$ cat config.mk
export PLATFORM = sky130hd
export DESIGN_NAME = handshake_constant_arbiter_flat
export DESIGN_NICKNAME = d
export VERILOG_FILES = /design/src/rtl/handshake_constant_arbiter_if.sv /design/src/rtl/handshake_constant_arbiter.sv /design/src/flat_wrapper.sv
export SDC_FILE = /design/constraint.sdc
export NUM_CORES = 1
export LEC_CHECK = 0
export BUFFER_PORTS_ARGS = -buffer_cell sky130_fd_sc_hd__buf_2
export CAP_MARGIN = 20
export CORE_MARGIN = 2
export CORE_UTILIZATION = 40
export DETAILED_ROUTE_END_ITERATION = 6
export PLACE_DENSITY = 0.82
export SYNTH_ARGS = -nofsm -noshare
export SYNTH_HDL_FRONTEND = slang
export SYNTH_SLANG_ARGS = --single-unit
$ cat constraint.sdc
create_clock -name clk -period 3.6 [get_ports clk]
set_clock_uncertainty 0.05 [all_clocks]
set_input_delay 0.54 -clock clk [delete_from_list [all_inputs] [get_ports clk]]
set_output_delay 0.54 -clock clk [all_outputs]
set_load 0.03 [all_outputs]
$ cat src/rtl/handshake_constant_arbiter_if.sv
// rtl/handshake_constant_arbiter_if.sv - requester tokens in, one constant/index channel out.
interface handshake_constant_arbiter_if #(
    parameter int NUM_REQ    = 4,
    parameter int DATA_WIDTH = 32
);
    localparam int IDX_W = $clog2(NUM_REQ);

    logic [NUM_REQ-1:0]    ctrl_valid;
    logic [NUM_REQ-1:0]    ctrl_ready;
    logic [DATA_WIDTH-1:0] outs;
    logic [IDX_W-1:0]      outs_idx;
    logic                  outs_valid;
    logic                  outs_ready;

    modport master (
        input  ctrl_valid,
        input  outs_ready,
        output ctrl_ready,
        output outs,
        output outs_idx,
        output outs_valid
    );

    modport slave (
        output ctrl_valid,
        output outs_ready,
        input  ctrl_ready,
        input  outs,
        input  outs_idx,
        input  outs_valid
    );
endinterface

$ cat src/rtl/handshake_constant_arbiter.sv
// rtl/handshake_constant_arbiter.sv - shares one registered constant slot between NUM_REQ requesters.
// HANDSHAKE_CONST_ARB_RR_EN selects round-robin; otherwise fixed priority, lowest index wins.
module handshake_constant_arbiter #(
    parameter int                            NUM_REQ    = 4,
    parameter int                            DATA_WIDTH = 32,
    parameter logic [NUM_REQ*DATA_WIDTH-1:0] CONSTS     = {32'd4, 32'd3, 32'd2, 32'd1}
) (
    input  logic                          clk,
    input  logic                          rst,
    handshake_constant_arbiter_if.master  bus
);
    localparam int IDX_W = $clog2(NUM_REQ);

    logic [DATA_WIDTH-1:0] outs_q, outs_d;
    logic [IDX_W-1:0]      outs_idx_q, outs_idx_d;
    logic                  outs_valid_q, outs_valid_d;
    logic [IDX_W-1:0]      win_idx;
    logic [IDX_W-1:0]      cand;
    logic                  win_found;
    logic                  can_load;
    logic                  accept;
`ifdef HANDSHAKE_CONST_ARB_RR_EN
    logic [IDX_W-1:0]      ptr_q, ptr_d;
`endif

    // Search order starts at ptr in round-robin mode, at 0 otherwise.
    always_comb begin
        win_found = 1'b0;
        win_idx   = '0;
        cand      = '0;
        for (int k = 0; k < NUM_REQ; k++) begin
`ifdef HANDSHAKE_CONST_ARB_RR_EN
            cand = IDX_W'((int'(ptr_q) + k) % NUM_REQ);
`else
            cand = IDX_W'(k);
`endif
            if (!win_found && bus.ctrl_valid[cand]) begin
                win_found = 1'b1;
                win_idx   = cand;
            end
        end
    end

    assign can_load = !outs_valid_q || bus.outs_ready;
    assign accept   = rst && win_found && can_load;

    always_comb begin
        bus.ctrl_ready = '0;
        if (accept) begin
            bus.ctrl_ready[win_idx] = 1'b1;
        end
    end

    always_comb begin
        outs_d       = outs_q;
        outs_idx_d   = outs_idx_q;
        outs_valid_d = outs_valid_q;
`ifdef HANDSHAKE_CONST_ARB_RR_EN
        ptr_d        = ptr_q;
`endif
        if (accept) begin
            // A drain in the same cycle is simply overwritten, so no bubble appears.
            outs_d       = CONSTS[win_idx*DATA_WIDTH +: DATA_WIDTH];
            outs_idx_d   = win_idx;
            outs_valid_d = 1'b1;
`ifdef HANDSHAKE_CONST_ARB_RR_EN
            ptr_d        = (win_idx == IDX_W'(NUM_REQ - 1)) ? '0 : win_idx + 1'b1;
`endif
        end else if (bus.outs_ready) begin
            outs_valid_d = 1'b0;
        end
    end

    always_ff @(posedge clk) begin
        if (!rst) begin
            outs_q       <= '0;
            outs_idx_q   <= '0;
            outs_valid_q <= 1'b0;
`ifdef HANDSHAKE_CONST_ARB_RR_EN
            ptr_q        <= '0;
`endif
        end else begin
            outs_q       <= outs_d;
            outs_idx_q   <= outs_idx_d;
            outs_valid_q <= outs_valid_d;
`ifdef HANDSHAKE_CONST_ARB_RR_EN
            ptr_q        <= ptr_d;
`endif
        end
    end

    assign bus.outs       = outs_q;
    assign bus.outs_idx   = outs_idx_q;
    assign bus.outs_valid = outs_valid_q;
endmodule

$ cat src/flat_wrapper.sv
// flat-port wrapper written by rule: the top's interface ports become plain ports
module handshake_constant_arbiter_flat 
#(
    parameter int                            NUM_REQ    = 4,
    parameter int                            DATA_WIDTH = 32,
    parameter logic [NUM_REQ*DATA_WIDTH-1:0] CONSTS     = {32'd4, 32'd3, 32'd2, 32'd1}
)
  (clk, rst, bus_ctrl_valid, bus_outs_ready, bus_ctrl_ready, bus_outs, bus_outs_idx, bus_outs_valid);
  handshake_constant_arbiter_if #(.NUM_REQ(NUM_REQ), .DATA_WIDTH(DATA_WIDTH)) bus_i ();
  input  logic clk;
  input  logic rst;
  input wire logic [$bits(bus_i.ctrl_valid)-1:0] bus_ctrl_valid;
  input wire logic [$bits(bus_i.outs_ready)-1:0] bus_outs_ready;
  output wire logic [$bits(bus_i.ctrl_ready)-1:0] bus_ctrl_ready;
  output wire logic [$bits(bus_i.outs)-1:0] bus_outs;
  output wire logic [$bits(bus_i.outs_idx)-1:0] bus_outs_idx;
  output wire logic [$bits(bus_i.outs_valid)-1:0] bus_outs_valid;
  assign bus_i.ctrl_valid = bus_ctrl_valid;
  assign bus_i.outs_ready = bus_outs_ready;
  assign bus_ctrl_ready = bus_i.ctrl_ready;
  assign bus_outs = bus_i.outs;
  assign bus_outs_idx = bus_i.outs_idx;
  assign bus_outs_valid = bus_i.outs_valid;
  handshake_constant_arbiter #(.NUM_REQ(NUM_REQ), .DATA_WIDTH(DATA_WIDTH), .CONSTS(CONSTS)) u_core (.clk(clk), .rst(rst), .bus(bus_i));
endmodule
Yosys cells after proc, flatten, opt, wreduce, memory -nomap -nowiden
Index checks and enable logic that the tools add are counted.

Register bits after elaboration: 35. Output and inout port bits: 39.

Reductions and logical operators: 12. $lt $le $gt $ge: 2. Shifts and indexed selects: 1. Muxes and demuxes: 12.

Operators by type and width (count): $shiftx A128 B8 Y32 const A (1); $mux W1 (8); $logic_and A1 B1 Y1 (6); $logic_not A1 Y1 (4); $mux W2 (2); $mux W4 (1); $lt A2 B3 Y1 const B (1); $demux W1 S2 (1); $ge A2 B1 Y1 const B (1); $reduce_bool A2 Y1 (1); $logic_or A1 B1 Y1 (1).

Depth between registers and ports, before layout
Gate-level depths: netlist of run 1.

Depth in word-level cells: 15. Depth in mapped cells: 7. Mapped depth without buffers: 7.

Least setup slack after synthesis of run 1
No wires, ideal clock.

Path type: input to output. From: in bus_ctrl_valid[1]. To: out bus_ctrl_ready[3]. Stages: 6. Buffers on the path: 0. Setup slack: 1313 ps. Data arrival time: 1697 ps. Path through: nor2_1 o21ai_0 inv_1 ha_1 nand2_1 nor3_1.

Word-level cells in the longest chain between the ends: 13.

Ends and longest elaborated chain: start: declaration (line flat_wrapper.sv:12) `input wire logic [$bits(bus_i.ctrl_valid)-1:0] bus_ctrl_valid;`; $logic_and A1 B1 Y1 (*) (line handshake_constant_arbiter.sv:37) `if (!win_found && bus.ctrl_valid[cand]) begin`; $mux W1 (*) (line handshake_constant_arbiter.sv:37); $logic_not A1 Y1 (line handshake_constant_arbiter.sv:37); $logic_and A1 B1 Y1 (line handshake_constant_arbiter.sv:37); $mux W1 (line handshake_constant_arbiter.sv:37); $logic_not A1 Y1 (line handshake_constant_arbiter.sv:37); $logic_and A1 B1 Y1 (line handshake_constant_arbiter.sv:37); $mux W2 (*) (line handshake_constant_arbiter.sv:37); via u_core.win_idx[1] (line handshake_constant_arbiter.sv:17) `logic [IDX_W-1:0] win_idx;`; $lt A2 B3 Y1 (implied by the code) / $ge A2 B1 Y1 (equally long branches) (line handshake_constant_arbiter.sv:50) `bus.ctrl_ready[win_idx] = 1'b1;`; $logic_and A1 B1 Y1 (implied by the code) (line handshake_constant_arbiter.sv:50); $mux W1 (implied by the code) (line handshake_constant_arbiter.sv:50); $demux W1 S2 (*); $mux W4 (*) (line handshake_constant_arbiter.sv:49) `if (accept) begin`; end: declaration (line flat_wrapper.sv:14) `output wire logic [$bits(bus_i.ctrl_ready)-1:0] bus_ctrl_ready;`.

Mark *: on every way through the listed nets, which the timed path passes. The rest lies on a longest branch.

Worst setup path after layout of run 1
From: in bus_ctrl_valid[0]. To: out bus_ctrl_ready[3].

Word-level cells in the longest chain between the ends: 15.

Ends and longest elaborated chain (line): $mux W1 (*) (handshake_constant_arbiter.sv:37); $logic_not A1 Y1 (handshake_constant_arbiter.sv:37); $logic_and A1 B1 Y1 (handshake_constant_arbiter.sv:37); $mux W1 (*) (handshake_constant_arbiter.sv:37); $logic_not A1 Y1 (handshake_constant_arbiter.sv:37); $logic_and A1 B1 Y1 (handshake_constant_arbiter.sv:37); $mux W1 (handshake_constant_arbiter.sv:37); $logic_not A1 Y1 (handshake_constant_arbiter.sv:37); $logic_and A1 B1 Y1 (handshake_constant_arbiter.sv:37); $mux W2 (*) (handshake_constant_arbiter.sv:37); via u_core.win_idx[1] (handshake_constant_arbiter.sv:17); $lt A2 B3 Y1 (implied by the code) / $ge A2 B1 Y1 (equally long branches) (handshake_constant_arbiter.sv:50); $logic_and A1 B1 Y1 (implied by the code) (handshake_constant_arbiter.sv:50); $mux W1 (implied by the code) (handshake_constant_arbiter.sv:50); $demux W1 S2 (*); $mux W4 (*) (handshake_constant_arbiter.sv:49).

Marked as above.

==> results of run 1 <==
## worst max-delay path, cell delays in order
cell and delay, ps:
sky130_fd_sc_hd__buf_2 140, sky130_fd_sc_hd__nor2_1 120, sky130_fd_sc_hd__o21ai_0 130, sky130_fd_sc_hd__inv_1 100, sky130_fd_sc_hd__ha_1 160, sky130_fd_sc_hd__nand2_1 50, sky130_fd_sc_hd__nor3_1 170, sky130_fd_sc_hd__buf_2 240
## registers in the layout (all words and copies together) (netlist names)
signal and count:
u_core.bus.outs_valid 1, u_core.bus.outs 3, u_core.bus.outs_idx 2
## metrics by stage
stage	util, %	hold slack (ps)	instance area (sq um)
after floorplan	-	526	676
after global placement	42.3	389	557
after CTS	44.0	405	579
final	44.0	398	579
after detailed placement	42.3	399	557
after global routing	44.0	431	579
## logic make-up after synthesis
logic type / after synthesis / synth area share [%]
other: 1 / 0.657
and+or+nand+nor: 19 / 20.6
adders and majority gates: 3 / 6.58
buffers and inverters: 32 / 40.1
AOI/OAI and AO/OA: 10 / 11.0
DFF: 6 / 21.1
## cell type report
type,count,area [sq um]
clock buffer,3,22.5
fill,147,738
inverter,3,11.3
multi-input combinational,61,327
sequential,6,120
tap,15,18.8
timing repair buffer,16,80.1
## power breakdown
| group | internal [mW] | switching [mW] |
|---|---|---|
| clock | 0.0376 | 0.0225 |
| sequential | 0.0708 | 0.00172 |
| combinational | 0.0140 | 0.0666 |
| total | 0.122 | 0.0908 |
## how the worst max path moves through the flow
stage,cells past startpoint,slack (ps),end,start
5_1_grt,8,1230,bus_ctrl_ready[3],bus_ctrl_valid[0]
3_5_place_dp,8,1370,bus_ctrl_ready[3],bus_ctrl_valid[0]
2_1_floorplan,6,1310,bus_ctrl_ready[3],bus_ctrl_valid[1]
4_1_cts,8,1370,bus_ctrl_ready[3],bus_ctrl_valid[0]
3_3_place_gp,8,1400,bus_ctrl_ready[3],bus_ctrl_valid[2]
6_report,8,1360,bus_ctrl_ready[3],bus_ctrl_valid[0]
## layout by cell type (no fill, tap or decap), types with 2 or more instances in the layout
master / instances
sky130_fd_sc_hd__a21oi_1: 4
sky130_fd_sc_hd__and2_1: 2
sky130_fd_sc_hd__buf_2: 16
sky130_fd_sc_hd__clkbuf_4: 3
sky130_fd_sc_hd__conb_1: 29
sky130_fd_sc_hd__dfxtp_1: 6
sky130_fd_sc_hd__ha_1: 3
sky130_fd_sc_hd__inv_1: 3
sky130_fd_sc_hd__nand2_1: 3
sky130_fd_sc_hd__nand2b_1: 2
sky130_fd_sc_hd__nor2_1: 3
sky130_fd_sc_hd__nor3_1: 2
sky130_fd_sc_hd__o21ai_0: 3
## routing by layer
metal | GRT usage [%] | vias to the layer above | routed length [um]
met5 | 0 | - | 0
met4 | 5.81 | 0 | 4
met3 | 4.78 | 2 | 127
met2 | 14.4 | 32 | 385
met1 | 10.5 | 187 | 342
li1 | - | 209 | -
==> metrics list, run 1 <==
* Outcome: finished clean
- Pre-CTS setup slack: 1370 ps
- Leading area contributor after synthesis: sky130_fd_sc_hd__buf_4
* Startpoint of the most critical register-to-register path: u_core.bus.outs_valid$_SDFFE_PN0P_
- Sequential element share of the synthesized area: 21.1%
- In this run the cell area of the synthesized design comes to 571 sq um.
- CTS sink count: 6
- Clock root buffer: sky130_fd_sc_hd__clkbuf_4
- The detailed router finished its first iteration with 3 violations.
- For this run, the total global-route usage over all layers was measured as 9.49%.
* R2R setup slack: 2410 ps
- Maximum capacitance violations: 0
- In this run the most critical hold path is launched from u_core.bus.outs[2]$_SDFFE_PN0P_.
- I/O Pins: 46
- Worst EP required: 3010 ps
* Initial DRT Pass Iterations: 4
- The initialized floorplan defines 13 standard-cell rows.
- The worst setup path is launched from an input port.
- Non-filler instance count after layout: 104
- Vias per cell: 4.13
- The routed design has 859 um of wire.
* Hold_buf cts: 0
- In this run the power density over the cells is 368 nW/um^2.
- Share of cells above drive strength 1: 24.7%
* Area contributors post-synth: sky130_fd_sc_hd__buf_4 (38%), sky130_fd_sc_hd__dfxtp_1 (21%), sky130_fd_sc_hd__ha_1 (6.6%), sky130_fd_sc_hd__nor4_4 (3.7%), sky130_fd_sc_hd__a21oi_1 (3.5%)
- TritonCTS clock tree: done
- IR analysis of the VDD net gives a maximum drop of 146 uV.
- WP data arrival: 1650 ps
- Clock latency on the worst-skew pair, taken at its later pin, is 240 ps.
- HPWL after detailed placement: 735 um
- Syn. warnings: 0
- Crit Reg-Reg Endpoint: u_core.bus.outs[0]$_SDFFE_PN0P_
- Number of flops mapped to enable cells by yosys: 0
- Final total negative setup slack: 0 ps
* Cell with the most instances after synthesis: sky130_fd_sc_hd__buf_4
- The initial utilization of the core area, before any placement, comes to 43.3%.
- CTS H-tree depth: 1
* Dominant register cell in the synthesized netlist: sky130_fd_sc_hd__dfxtp_1
- Type of element capturing the critical path: primary output
- Overflow left after global routing: 0
- The number of antenna diodes in the final layout is 0.
* Count of input and output buffers: 16
* Y dimension of the die: 41.8 um
- Total power: 0.213 mW
- Resize count post-CTS: 0
- Slack of the critical path: 1360 ps
- The cell count after synthesis came out at 71.
- Routability Congestion: 0.796
- The final number of max-transition violations is 0.
- Layout overhead on the synthesized area: 1.54%
- Counting instances, the worst hold path has a depth of 2.
* Core ar.: 1320 sq um
- Summed over all cells, the static leakage comes to 0.329 nW.
- The path with the worst hold slack has its endpoint at u_core.bus.outs[2]$_SDFFE_PN0P_.
- The top cell type by area accounts for 38.2% of the synthesized area.
- The floorplan step set the die width to 41.8 um.
* Final antenna-violating net count: 0
* Reg2Reg Depth: 3
- The final layout contains 101 nets.
* Cell types with the highest counts after synthesis: sky130_fd_sc_hd__buf_4 (29), sky130_fd_sc_hd__dfxtp_1 (6), sky130_fd_sc_hd__a21oi_1 (4)
- Number of failing hold endpoints at the final stage: 0
- The netlist uses 22 different library cells.
- In this run the worst hold path is classified as reg -> reg.
- Type of the worst setup path: in -> out
- After clock tree synthesis, the setup repair step added 0 buffers.
- Via count of the first global-routing pass: 309
* Routed len/inst: 8.26 um
- Share of async-settable or async-resettable flops after synthesis: 0%
- Largest fanout on the critical path: 6
- Setup violations remaining at the end of the flow were counted as 0.
- DRC errors left: 0
* Max Root-Sink Buffers: 2
- Averaged over all synthesized cells, the footprint is 8.04 sq um.
- RSZ-0062 raised after global routing: false
* Maximum number of pins on one net before global-route repair: 8
- After synthesis the netlist holds a flip-flop and latch count of 6.
- Number of antenna violations at the first check in global routing: 0
* DIE AREA: 1740 sq um
- First-pass GRT wire length: 1260 um
* Final critical-path share of the clock period: 62.3%
- The clock period could shrink to 2240 ps.
- For this block, the via count after detailed routing is 430.
- In this run, CTS created clock tree buffers numbering 3.
- After clock tree synthesis, the clock-pin slew on the worst setup and hold paths is 40 ps.
* Number of placed cells counting well taps: 101
- Static timing analysis puts the maximum clock frequency at 446 MHz.
Note: power is estimated with default switching activity, not from simulation.
==> run 2: changes to the inputs <==
--- a/config.mk
+++ b/config.mk
@@ -8,9 +8,9 @@
 export BUFFER_PORTS_ARGS = -buffer_cell sky130_fd_sc_hd__buf_2
 export CAP_MARGIN = 20
 export CORE_MARGIN = 2
-export CORE_UTILIZATION = 40
+export CORE_UTILIZATION = 37
 export DETAILED_ROUTE_END_ITERATION = 6
-export PLACE_DENSITY = 0.82
+export PLACE_DENSITY = 0.77
 export SYNTH_ARGS = -nofsm -noshare
 export SYNTH_HDL_FRONTEND = slang
 export SYNTH_SLANG_ARGS = --single-unit
==> constraint.sdc (replaced) <==
create_clock -name clk -period 2.4 [get_ports clk]
set_clock_uncertainty 0.05 [all_clocks]
set_input_delay 0.36 -clock clk [delete_from_list [all_inputs] [get_ports clk]]
set_output_delay 0.36 -clock clk [all_outputs]
set_load 0.03 [all_outputs]
==> run 2 against run 1 <==
Compared with the run above: sequential power rose by 50%; wire length is 9.7% higher; die area increased by 7.3%; via count shrank 1.2%; design area increased by 0.22%; global-route usage rose by 0.82 points; highest routed layer unchanged.
==> metrics list, run 2 (synthesized netlist as in run 1, its figures left out) <==
- The number of search-and-repair iterations in the first detailed-routing pass is 4 (unchanged).
- The number of hold buffers added after cts came to 0 (unchanged).
- The remaining number of nets flagged by the antenna check after routing is 0 (unchanged).
* TritonCTS clock tree: done
* Outcome: finished clean
- Layout overhead on the synthesized area: 1.75%
- I/O Pins: 46 (unchanged)
- The setup violation total in the final timing report came to 0 (unchanged).
* Overall Global Routing Usage: 10.3% (+0.82 points)
- Max Root-Sink Buffers: 2 (unchanged)
* Total power: 0.323 mW (+52%)
- The setup path with the least slack is of type in -> out.
* R2R setup slack: 1170 ps (-1240 ps)
- Critical path buffers and inverters: 3 (unchanged)
* Post-detailed-placement cell area: 558 sq um (+0.22%)
- HPWL after detailed placement: 761 um (+3.6%)
- The post-route non-filler standard cell count came to 105 (+0.96%).
* Core ar.: 1470 sq um (+12%)
- The total overflow reported by the global router was 0 (unchanged).
- Latest clock arrival within the worst-skew pair: 250 ps (about the same)
- The number of port buffers came to 16 (unchanged).
- WP data arrival: 1510 ps (-140 ps)
- Timing would allow up to 521 MHz.
- RSZ-0062 raised after global routing: false
- Diodes inserted: 0 (unchanged)
* Routed len/inst: 8.97 um (+8.6%)
- The maximum VDD drop came to 191 uV (+31%).
- The number of flip-flops under the largest register name came to 3 (unchanged).
* Routed vias: 425 (-1.2%)
* Die extent in x: 43.3 um (+3.6%)
- Layout Utilization: 39.5% (-4.5 points)
- Fin nets: 101 (unchanged)
- The post-detailed-route via-to-cell ratio came to 4.05 (-2.1%).
- DIE AREA: 1870 sq um (+7.3%)
- The number of setup buffers added after CTS is 0 (unchanged).
* Resize count post-CTS: 0 (unchanged)
* Y dimension of the die: 43.3 um (+3.6%)
* Delay-heaviest family, CP: simple AND/OR/NAND/NOR gates
* Wire length after detailed routing: 942 um (+9.7%)
* Worst EP required: 1990 ps (-1020 ps)
- The final number of max-transition violations is 0 (unchanged).
* Number of placed cells counting well taps: 102 (+0.99%)
* Largest fanout on the critical path: 4 (-2)
- The via count of the first global-routing pass is 340 (+10%).
- Final critical-path share of the clock period: 79.9%
- Type of element capturing the critical path: primary output
- Clock-pin slew on the worst setup and hold paths: 40 ps (about the same)
* Leakage power total: 0.329 nW (unchanged)
* Share of cells above drive strength 1: 24.7% (unchanged)
* Summed area of non-filler cells in the final layout: 581 sq um (+0.22%)
- Max stage delay on crit path: 240 ps (about the same)
- The global-route wire length before repair was 1420 um (+13%).
* Maximum capacitance violations: 0 (unchanged)
* Clock root buffer: sky130_fd_sc_hd__clkbuf_4
* DRC violation total after the first TritonRoute iteration: 14 (+11)
- The library cells used most frequently in the layout, excluding fill and tap cells, are sky130_fd_sc_hd__conb_1 (29), sky130_fd_sc_hd__buf_2 (16), sky130_fd_sc_hd__dfxtp_1 (6).
- The number of hold-slack violations in the final timing report was 0 (unchanged).
- Among the stages of the critical path, the cell type that occurs most often is sky130_fd_sc_hd__buf_2.
- The count of standard-cell rows was 14 (+1).
- Final total negative setup slack: 0 ps (unchanged)
* Master of the slowest instance on the critical path: sky130_fd_sc_hd__buf_2
* Routability Congestion: 0.822 (+3.2%)
- The worst setup path is launched from an input port.
* Number of antenna violations at the first check in global routing: 0 (unchanged)
* Minimum period implied by the final worst setup slack: 1920 ps
- The number of sinks handled by clock tree synthesis came to 6 (unchanged).
- In this run the worst hold path is classified as in -> reg.
- The number of buffers created by CTS is 3 (unchanged).
- DRC errors left: 0 (unchanged)
- Initial core utilization: 38.8% (-4.5 points)
- Maximum number of pins on one net before global-route repair: 8 (unchanged)
- Leading cell type in the layout, fill and taps excluded: sky130_fd_sc_hd__conb_1
- Power density cells: 557 nW/um^2 (+51%)
* CTS H-tree depth: 1 (unchanged)
- Ordered list of cells on the worst path: buf_2 > inv_1 > a21oi_1 > nor2_1 > ha_1 > nand2_1 > nor3_1 > buf_2
-- run 2: report_power, final --
group	total (mW)	switching, mW	internal [mW]
combinational	0.122	0.101	0.0210
sequential	0.109	0.00265	0.106
clock	0.0926	0.0361	0.0565
total	0.323	0.140	0.184
-- run 2: per-layer routing --
layer / share of wire [%] / global-route usage (%) / up-vias
met5: 0 / 0 / -
met1: 37 / 11.8 / 178
met4: 1.3 / 5.45 / 0
li1: - / - / 213
met3: 14 / 4.26 / 2
met2: 47 / 16.1 / 32
-- run 2: final timing paths --
path | from | end | cells past startpoint
hold / removal | rst | u_core.bus.outs[2]$_SDFFE_PN0P_ | 3
setup / recovery | bus_ctrl_valid[2] | bus_ctrl_ready[3] | 8
setup reg to reg | u_core.bus.outs_valid$_SDFFE_PN0P_ | u_core.bus.outs[0]$_SDFFE_PN0P_ | 3
hold reg to reg | u_core.bus.outs[2]$_SDFFE_PN0P_ | u_core.bus.outs[2]$_SDFFE_PN0P_ | 2
-- run 2: layout make-up --
| cell class | count | area, sq um |
|---|---|---|
| fill | 160 | 891 |
| sequential | 6 | 120 |
| clock buffer | 3 | 22.5 |
| inverter | 3 | 11.3 |
| multi-input combinational | 61 | 327 |
| tap | 16 | 20.0 |
| timing repair buffer | 16 | 80.1 |
-- run 2: metrics by stage --
stage	hold slack (ps)	setup slack, ps
finish	363	482
global route	387	373
CTS	362	482
detailed placement	393	500
global placement	388	539
floorplan	452	473
-- run 2: worst reg2reg max path: stages (launching register included) --
cell and delay [ps]:
sky130_fd_sc_hd__dfxtp_1 330, sky130_fd_sc_hd__nor2b_1 370, sky130_fd_sc_hd__nor2_2 110, sky130_fd_sc_hd__o221a_1 260
==> run 3: changes to the inputs <==
--- a/config.mk
+++ b/config.mk
@@ -5,10 +5,11 @@
 export SDC_FILE = /design/constraint.sdc
 export NUM_CORES = 1
 export LEC_CHECK = 0
+export ABC_AREA = 1
 export BUFFER_PORTS_ARGS = -buffer_cell sky130_fd_sc_hd__buf_2
 export CAP_MARGIN = 20
 export CORE_MARGIN = 2
-export CORE_UTILIZATION = 37
+export CORE_UTILIZATION = 38
 export DETAILED_ROUTE_END_ITERATION = 6
 export PLACE_DENSITY = 0.77
 export SYNTH_ARGS = -nofsm -noshare
==> constraint.sdc (replaced) <==
create_clock -name clk -period 2 [get_ports clk]
set_clock_uncertainty 0.05 [all_clocks]
set_input_delay 0.3 -clock clk [delete_from_list [all_inputs] [get_ports clk]]
set_output_delay 0.3 -clock clk [all_outputs]
set_load 0.03 [all_outputs]
==> run 3 against run 2 <==
Compared with the run above: sequential power increased by 21%; critical path depth shrank 4; first-iteration DRC count fell by 43%; design area rose by 3.4%; total power rose by 20%; worst setup slack lost 92 ps; clock power up 17%; non-clock buffer count did not move; critical path type is now reg -> out; largest cell class unchanged; highest routed layer is now met3.
==> metrics list, run 3 <==
* Clock root buffer: sky130_fd_sc_hd__clkbuf_4
- Master of the slowest instance on the critical path: sky130_fd_sc_hd__dfxtp_1
- Hold_buf cts: 0 (unchanged)
- Vias per cell: 3.83 (-5.4%)
- The area share of the largest cell type after synthesis came to 36.9% (-1.3 points).
* Via count of the first global-routing pass: 333 (-2.1%)
* Type of element capturing the critical path: primary output
- Setup repair after global routing left no endpoint under its margin.
- The maximum number of pins on one net before global-route repair was 9 (+1).
- Core ar.: 1490 sq um (+1.2%)
* Combined area of all synthesized cells: 591 sq um (+3.5%)
* CTS H-tree depth: 1 (unchanged)
- WP data arrival: 1260 ps (-250 ps)
- The critical-path maximum fanout came to 7 (+3).
- Overall Global Routing Usage: 9.15% (-1.2 points)
- Row Count: 14 (unchanged)
* Area contributors post-synth: sky130_fd_sc_hd__buf_4 (37%), sky130_fd_sc_hd__dfxtp_1 (20%), sky130_fd_sc_hd__ha_1 (6.4%), sky130_fd_sc_hd__inv_1 (6.4%), sky130_fd_sc_hd__nand2_1 (5.7%)
- The number of sinks handled by clock tree synthesis was 6 (unchanged).
- Overflow left after global routing: 0 (unchanged)
- The net count reported at finish was 112 (+11%).
- Max Root-Sink Buffers: 2 (unchanged)
- The clock insertion delay at the later pin of the skew report was 240 ps (about the same).
- The run finished with clean final reports.
* Initial core utilization: 39.7% (+0.89 points)
* Wire length after detailed routing: 812 um (-14%)
- Type of the worst setup path: reg -> out
- Cell types with the highest counts after synthesis: sky130_fd_sc_hd__buf_4 (29), sky130_fd_sc_hd__inv_1 (10), sky130_fd_sc_hd__nand2_1 (9), sky130_fd_sc_hd__nor2_1 (7), sky130_fd_sc_hd__dfxtp_1 (6)
- The number of synthesized register bits was 6 (unchanged).
* Leading area contributor after synthesis: sky130_fd_sc_hd__buf_4
- Startpoint type of the worst setup path: flop
- Sequential element share of the synthesized area: 20.3% (-0.71 points)
* First-pass GRT wire length: 1240 um (-13%)
- HPWL after detailed placement: 702 um (-7.9%)
- Routability Congestion: 0.737 (-10%)
* I/O Pins: 46 (unchanged)
- The total power after layout was 0.389 mW (+20%).
- Leaving out fill and tap cells, the most frequent cells in the layout are sky130_fd_sc_hd__conb_1 (29), sky130_fd_sc_hd__buf_2 (16), sky130_fd_sc_hd__inv_1 (10).
- In the synthesized netlist the dominant register cell turns out to be sky130_fd_sc_hd__dfxtp_1.
- The largest stage delay on the critical path came to 340 ps (+100 ps).
- The number of cells produced by synthesis is 82 (+15%).
* Final critical-path share of the clock period: 80.5%
- The number of setup buffers added after CTS is 0 (unchanged).
* Final antenna-violating net count: 0 (unchanged)
- Number of flops mapped to enable cells by yosys: 0 (unchanged)
- DRC errors left: 0 (unchanged)
- Routed len/inst: 7.00 um (-22%)
* Maximum capacitance violations: 0 (unchanged)
- DRC violation total after the first TritonRoute iteration: 8 (-6)
- Finish-stage setup viols: 0 (unchanged)
* Power density cells: 647 nW/um^2 (+16%)
- Resize count post-CTS: 0 (unchanged)
- Diodes inserted: 0 (unchanged)
- Number of flip-flops under the largest register name: 3 (unchanged)
* Critical path buffers and inverters: 1 (-2)
- Number of distinct standard cells referenced by the synthesized netlist: 17 (-23%)
* TritonCTS clock tree: done
- Leakage power total: 0.373 nW (+14%)
* Worst EP required: 1650 ps (-340 ps)
- Minimum period implied by the final worst setup slack: 1610 ps
* Max Freq: 621 MHz
- The number of vias after detailed routing is 444 (+4.5%).
* Initial DRT Pass Iterations: 3 (-1)
- Number of antenna violations at the first check in global routing: 0 (unchanged)
- Worst-case vdd ir drop: 359 uV (+88%)
- Walking the worst path, the cells encountered are a21oi_4 > nand3_2 > nor2_1 > buf_2.
- Delay-heaviest family, CP: flip-flops
* Count of input and output buffers: 16 (unchanged)
* Cell with the most instances after synthesis: sky130_fd_sc_hd__buf_4
- The clock slew seen by the registers of the worst setup and hold paths was 40 ps (about the same).
* Y dimension of the die: 43.4 um (+0.35%)
- The total negative slack for setup checks was 0 ps (unchanged).
* DIE AREA: 1890 sq um (+0.69%)
- Syn. warnings: 0 (unchanged)
* Die extent in x: 43.4 um (+0.35%)
- The number of hold-slack violations in the final timing report is 0 (unchanged).
- The fraction of registers with async set or reset after synthesis was 0% (unchanged).
- The tightest min-delay check is of the in -> reg type.
* Layout overhead on the synthesized area: 1.69% (about the same)
- The ratio of cells with drive above 1 in the final layout is 27.0% (+2.3 points).
* Slew Limit Fails: 0 (unchanged)
- Leading cell type in the layout, fill and taps excluded: sky130_fd_sc_hd__conb_1
* Synthesized area divided by synthesized cell count: 7.20 sq um (-10%)
- Number of buffers inserted during clock tree synthesis: 3 (unchanged)
## run 3: layout make-up
cell class              instances  area, sq um
clock buffers                   3         22.5
fillers                       166          888
inverters                      12         45.0
multi-input cells              63          313
flip-flops and latches          6          120
well taps                      16         20.0
repair buffers                 16         80.1
## run 3: final timing paths
kind	startpoint	endpoint	slack (ps)	cells after the start
max reg2reg	u_core.bus.outs_valid$_SDFFE_PN0P_	u_core.bus.outs_idx[1]$_SDFFE_PN0P_	980	4
min reg2reg	u_core.bus.outs[2]$_SDFFE_PN0P_	u_core.bus.outs[2]$_SDFFE_PN0P_	410	2
max	u_core.bus.outs_valid$_SDFFE_PN0P_	bus_ctrl_ready[0]	390	4
min	rst	u_core.bus.outs[1]$_SDFFE_PN0P_	280	3
## run 3: kinds of logic after synthesis
kind of cell | share of synthesized area [%]
AOI/OAI and AO/OA | 7.84
adders and majority gates | 6.36
DFF | 20.3
and+or+nand+nor | 20.3
buffers and inverters | 44.5
other | 0.635
## run 3: metal layers
metal / wire length (um) / up-vias / GRT usage (%)
met5: 0 / - / 0
met4: 0 / 0 / 0
met3: 113 / 0 / 8.75
met2: 372 / 29 / 14.3
met1: 327 / 188 / 9.64
li1: - / 227 / -
## run 3: worst reg2reg max path: stages (launching register included)
cell and delay [ps]:
sky130_fd_sc_hd__dfxtp_1 340, sky130_fd_sc_hd__a21oi_4 260, sky130_fd_sc_hd__nand2_2 120, sky130_fd_sc_hd__nand2_1 80, sky130_fd_sc_hd__a21oi_1 60
## run 3: where the power goes
part	switching (mW)	total, mW	leakage, nW	internal, mW
registers	0.00463	0.132	0.0494	0.127
clock network	0.0400	0.108	0.0138	0.0676
logic	0.124	0.149	0.310	0.0252
## run 3: stage by stage
stage / area, sq um / setup WS (ps) / util (%) / hold slack [ps] / std cells
after floorplan: 696 / 429 / - / 371 / 110
after global placement: 578 / 439 / 38.8 / 397 / 113
after detailed placement: 578 / 423 / 38.8 / 408 / 113
after CTS: 601 / 372 / 40.3 / 267 / 116
after global routing: 601 / 269 / 40.3 / 274 / 116
final: 601 / 390 / 40.3 / 277 / 116
